==> config.mk <==
export PLATFORM = sky130hd
export DESIGN_NAME = counter_sequencer_flat
export DESIGN_NICKNAME = d
export VERILOG_FILES = /design/src/rtl/counter_sequencer_if.sv /design/src/rtl/counter_sequencer.sv /design/src/flat_wrapper.sv
export SDC_FILE = /design/constraint.sdc
export NUM_CORES = 1
export LEC_CHECK = 0
export ABC_AREA = 1
export ABC_CLOCK_PERIOD_IN_PS = 2400
export BUFFER_PORTS_ARGS = -buffer_cell sky130_fd_sc_hd__buf_2
export CAP_MARGIN = 40
export CORE_AREA = 5 5 51 53
export DETAILED_ROUTE_END_ITERATION = 12
export DIE_AREA = 0 0 56 58
export PLACE_DENSITY = 0.77
export SYNTH_ARGS = -nofsm -noshare
export SYNTH_HDL_FRONTEND = slang
export SYNTH_SLANG_ARGS = --single-unit
==> constraint.sdc <==
create_clock -name clock -period 2.4 [get_ports clock]
set_input_delay 0.48 -clock clock [delete_from_list [all_inputs] [get_ports clock]]
set_output_delay 0.48 -clock clock [all_outputs]
set_load 0.05 [all_outputs]
==> src/rtl/counter_sequencer_if.sv <==
// Control/status bundle between the switch front end and the counter sequencer.
interface counter_sequencer_if;
  logic       start;
  logic       stop;
  logic       step;
  logic       clr_req;
  logic [1:0] rate_sel;
  logic [7:0] limit;
  logic [7:0] count;
  logic       cnt_enable;
  logic       cnt_clear;
  logic [1:0] state;
  logic       running;
  logic       done;

  modport master (
    output start, stop, step, clr_req,
    output rate_sel, limit, count,
    input  cnt_enable, cnt_clear,
    input  state, running, done
  );

  modport slave (
    input  start, stop, step, clr_req,
    input  rate_sel, limit, count,
    output cnt_enable, cnt_clear,
    output state, running, done
  );
endinterface

==> src/rtl/counter_sequencer.sv <==
// Run/pause/step sequencer driving the count-enable and clear
// of the 8-bit toggle counter, with rate divider and terminal stop.
module counter_sequencer #(
  parameter int DIV1 = 4,
  parameter int DIV2 = 16,
  parameter int DIV3 = 64
) (
  input logic clock,
  input logic reset,
  counter_sequencer_if.slave bus
);

  typedef enum logic [1:0] {
    IDLE  = 2'd0,
    RUN   = 2'd1,
    PAUSE = 2'd2,
    DONE  = 2'd3
  } state_e;

  localparam logic [7:0] TOP1 = 8'(DIV1 - 1);
  localparam logic [7:0] TOP2 = 8'(DIV2 - 1);
  localparam logic [7:0] TOP3 = 8'(DIV3 - 1);

  state_e     state_q, state_d;
  logic [7:0] div_q, div_d;
  logic [7:0] top;
  logic       clr;
  logic       at_limit;
  logic       tick;

  always_comb begin
    top = 8'd0;
    unique case (bus.rate_sel)
      2'd1:    top = TOP1;
      2'd2:    top = TOP2;
      2'd3:    top = TOP3;
      default: top = 8'd0;
    endcase
  end

  // >= lets an oversized phase left by a rate change tick at once
  assign clr      = bus.clr_req & ~reset;
  assign at_limit = (bus.count == bus.limit);
  assign tick     = (bus.rate_sel == 2'd0) | (div_q >= top);

  always_ff @(posedge clock or posedge reset) begin
    if (reset) begin
      state_q <= IDLE;
      div_q   <= 8'd0;
    end else begin
      state_q <= state_d;
      div_q   <= div_d;
    end
  end

  always_comb begin
    state_d = state_q;
    div_d   = div_q;
    if (clr) begin
      state_d = IDLE;
      div_d   = 8'd0;
    end else begin
      unique case (state_q)
        IDLE: begin
          if (bus.start) begin
            state_d = RUN;
            div_d   = 8'd0;
          end
        end
        RUN: begin
          if (bus.stop) begin
            state_d = PAUSE;
          end else if (at_limit) begin
            state_d = DONE;
          end else begin
            div_d = tick ? 8'd0 : div_q + 8'd1;
          end
        end
        PAUSE: begin
          if (bus.start & ~bus.stop) begin
            state_d = RUN;
          end
        end
        DONE: begin
          if (bus.start & ~bus.stop) begin
            state_d = RUN;
            div_d   = 8'd0;
          end
        end
        default: begin
          state_d = IDLE;
          div_d   = 8'd0;
        end
      endcase
    end
  end

  always_comb begin
    logic run_go;
    logic step_go;
    run_go  = (state_q == RUN) & ~bus.stop & tick;
    step_go = ((state_q == IDLE) | (state_q == PAUSE))
            & bus.step & ~bus.start;
    bus.cnt_enable = ~clr & ~at_limit & (run_go | step_go);
    bus.cnt_clear  = clr | ((state_q == DONE) & bus.start);
    bus.state      = state_q;
    bus.running    = (state_q == RUN);
    bus.done       = (state_q == DONE);
  end

endmodule

==> src/flat_wrapper.sv <==
// flat-port wrapper written by rule: the top's interface ports become plain ports
module counter_sequencer_flat 
#(
  parameter int DIV1 = 4,
  parameter int DIV2 = 16,
  parameter int DIV3 = 64
)
  (clock, reset, bus_start, bus_stop, bus_step, bus_clr_req, bus_rate_sel, bus_limit, bus_count, bus_cnt_enable, bus_cnt_clear, bus_state, bus_running, bus_done);
  counter_sequencer_if bus_i ();
  input logic clock;
  input logic reset;
  input wire logic [$bits(bus_i.start)-1:0] bus_start;
  input wire logic [$bits(bus_i.stop)-1:0] bus_stop;
  input wire logic [$bits(bus_i.step)-1:0] bus_step;
  input wire logic [$bits(bus_i.clr_req)-1:0] bus_clr_req;
  input wire logic [$bits(bus_i.rate_sel)-1:0] bus_rate_sel;
  input wire logic [$bits(bus_i.limit)-1:0] bus_limit;
  input wire logic [$bits(bus_i.count)-1:0] bus_count;
  output wire logic [$bits(bus_i.cnt_enable)-1:0] bus_cnt_enable;
  output wire logic [$bits(bus_i.cnt_clear)-1:0] bus_cnt_clear;
  output wire logic [$bits(bus_i.state)-1:0] bus_state;
  output wire logic [$bits(bus_i.running)-1:0] bus_running;
  output wire logic [$bits(bus_i.done)-1:0] bus_done;
  assign bus_i.start = bus_start;
  assign bus_i.stop = bus_stop;
  assign bus_i.step = bus_step;
  assign bus_i.clr_req = bus_clr_req;
  assign bus_i.rate_sel = bus_rate_sel;
  assign bus_i.limit = bus_limit;
  assign bus_i.count = bus_count;
  assign bus_cnt_enable = bus_i.cnt_enable;
  assign bus_cnt_clear = bus_i.cnt_clear;
  assign bus_state = bus_i.state;
  assign bus_running = bus_i.running;
  assign bus_done = bus_i.done;
  counter_sequencer #(.DIV1(DIV1), .DIV2(DIV2), .DIV3(DIV3)) u_core (.clock(clock), .reset(reset), .bus(bus_i));
endmodule
==> impl_metrics.tcl <==
set metrics [dict create \
    status "complete, no violations" \
    synth-seq-area-share_pct 24.6 \
    hold_violations 0 \
    fin_skew_ns 0.000424 \
    fin_crit_sh_pct 94.3 \
    seq_area_um2 250 \
    drc 0 \
    cp-end-kind "output port" \
    first_global_vias 959 \
    fin_util_pct 63.5 \
    hp-class "input port to asynchronous set/reset pin" \
    cp_data_arrival_time_ns 1.78 \
    path_max_fanout 2 \
    die_h_um 58 \
    clkTransAtPathRegs_ns 0.07 \
    wl_per_cell_um 9.81 \
    cts_sinks 10 \
    htree_levels 1 \
    r2r-start "u_core.div_q[5]" \
    p_leak_nw 0.823 \
    r2r_cells 10 \
    grt_pass1_wl_um 4000 \
    first_pass_iters 4 \
    postSynthCellCount 159 \
    cap_violations 0 \
    syn_nets 190 \
    slew_headroom_pct 83.3 \
    multi_input_area_um2 671 \
    grt_overflow 0 \
    dp_hpwl_um 1910 \
    dpl-instance-area_um2 1240 \
    synth_area_um2 1020 \
    port_buffers 29 \
    cts_max_path_buffers 2 \
    antenna_left 0 \
    dieArea_um2 3250 \
    postSynthAreaPerCell_um2 6.41 \
    required_ns 1.92 \
    place_ws_ns -0.0514 \
    drt_wl_total_um 2240 \
    period_minus_slack_ns 2.26 \
    antenna_found_initial 0 \
    tightest_slew_ns 0.250 \
    start_kind "input port" \
    first_iter_violations 32 \
    rows 17 \
    ys_seq_elements 10 \
    vias 1058 \
    grt_start_max_net_pins 11 \
    yosysWarnings 0 \
    stdcell_area_um2 1340 \
    fp.dieW_um 56 \
    vdd_drop_max_uv 717 \
    rsz0062_at_grt "false" \
    clkLatencyLatePin_ns 0.27 \
    fillerInstances 191 \
    gp_congestion 0.841 \
    vias_per_cell 4.64 \
    grt_usage_pct 14.8 \
    setup_viol 0 \
    drive_gt1_share_pct 32.5 \
    core_um2 2110 \
    yosysUniqueCellTypes 20 \
    cts_buffers 3 \
    diodes 0 \
    maxSlewViolCount 0 \
    start_util_pct 48.4 \
    nNetsFinal 232 \
    fmax_ghz 0.442 \
    num_io_pins 30 \
    critPathKind "input port to output port" \
    powerDensity_nw_per_um2 793 \
    area_growth_syn_to_layout_pct 31.3 \
    setup.worst_path.start "bus_rate_sel[1]" \
    hold_slack_ns 0.228 \
    clockRootBuffer "clkbuf_4" \
    worst_slack_ns 0.138 \
    cts_tree "built" \
]
## cells in the mapped netlist
master	n	area [um2]
a21boi_4	1	18.8
a21oi_1	3	15.0
clkinv_4	1	8.76
dfrtp_1	10	250
ha_1	7	87.6
inv_1	30	113
inv_2	1	3.75
inv_6	1	8.76
nand2_1	55	206
nand2_2	5	31.3
nand2_4	2	22.5
nand3_1	13	65.1
nand3_4	2	35.0
nand3b_1	1	7.51
nand4_1	3	18.8
nor2_1	15	56.3
nor2_4	1	11.3
o21ai_0	3	15.0
xnor2_1	4	35.0
xor2_1	1	8.76
## through the flow
step / power (W) / setup TNS, ns / instances
detailed placement: 0.000869 / -0.0514 / 221
global route: 0.00115 / 0 / 228
global placement: 0.000852 / -0.00272 / 221
floorplan: 0.000728 / -0.0308 / 159
finish: 0.00106 / 0 / 228
CTS: 0.00103 / 0 / 225
## state kept, by name, summed over array words and instances (netlist names)
name	flops
u_core.bus.state	2
u_core.div_q	8
## critical path: stages
cell     delay (ns)
buf_2          0.12
nor2_4         0.11
inv_2          0.05
ha_4           0.25
inv_2          0.03
nand2_2        0.04
nand2_1        0.04
nand2_1        0.05
nand2_1        0.04
nand2_1        0.06
nand2_2        0.06
nand2_2        0.07
nand3_2        0.06
a21oi_2        0.14
buf_6          0.17
## cell families after synthesis
| kind of cell | count (synthesis) | share of synthesized area, % |
|---|---|---|
| and+or+nand+nor | 97 | 44.6 |
| buffers and inverters | 33 | 13.1 |
| DFF | 10 | 24.6 |
| AOI/OAI and AO/OA | 7 | 4.79 |
| adders and majority gates | 7 | 8.60 |
| xor gates and xnor gates | 5 | 4.30 |
## routing by layer
layer / vias to the layer above / GRT usage (%) / part of all wire (%)
met3: 5 / 2.90 / 6.9
met1: 454 / 18.2 / 45
met4: 0 / 6.10 / 1.6
met2: 29 / 25.4 / 46
li1: 570 / - / -
met5: - / 0 / 0
## layout by cell type, fill, tap and decap left out, types with 4 or more instances in the layout
cell type,n
buf_2,28
buf_4,8
dfrtp_1,10
ha_1,6
inv_1,27
inv_2,4
nand2_1,52
nand2_2,8
nand3_1,12
nor2_1,14
xnor2_1,4
## power breakdown
| part | leakage, nW | switching, W | total [W] | internal [W] |
|---|---|---|---|---|
| sequential | 0.135 | 0.0000429 | 0.000240 | 0.000197 |
| clock | 0.0210 | 0.0000595 | 0.000152 | 0.0000922 |
| combinational | 0.667 | 0.000447 | 0.000669 | 0.000222 |
| total | 0.823 | 0.000550 | 0.00106 | 0.000511 |
## area by class of cell
cell class | count | share of cell area, %
timing repair buffer | 37 | 15.8
multi-input combinational | 116 | 50.1
clock buffer | 4 | 2.71
tap | 28 | 2.62
inverter | 33 | 10.0
sequential | 10 | 18.7
## timing repair
item                       in CTS  in global routing
resized for setup               2                 10
hold buffers                    0                  0
setup endpoints to repair       1                  1
pin swaps                       0                  2
setup buffers                   0                  3
## final timing paths
check	to	slack [ns]
max in group asynchronous	u_core.div_q[2]	2.03
min in group clock	u_core.div_q[7]	0.50
min	u_core.div_q[6]	0.23
max reg2reg	u_core.div_q[1]	0.59
max	bus_cnt_enable	0.14
min reg2reg	u_core.div_q[7]	0.50
No activity file was read; power rests on OpenSTA's default activity.
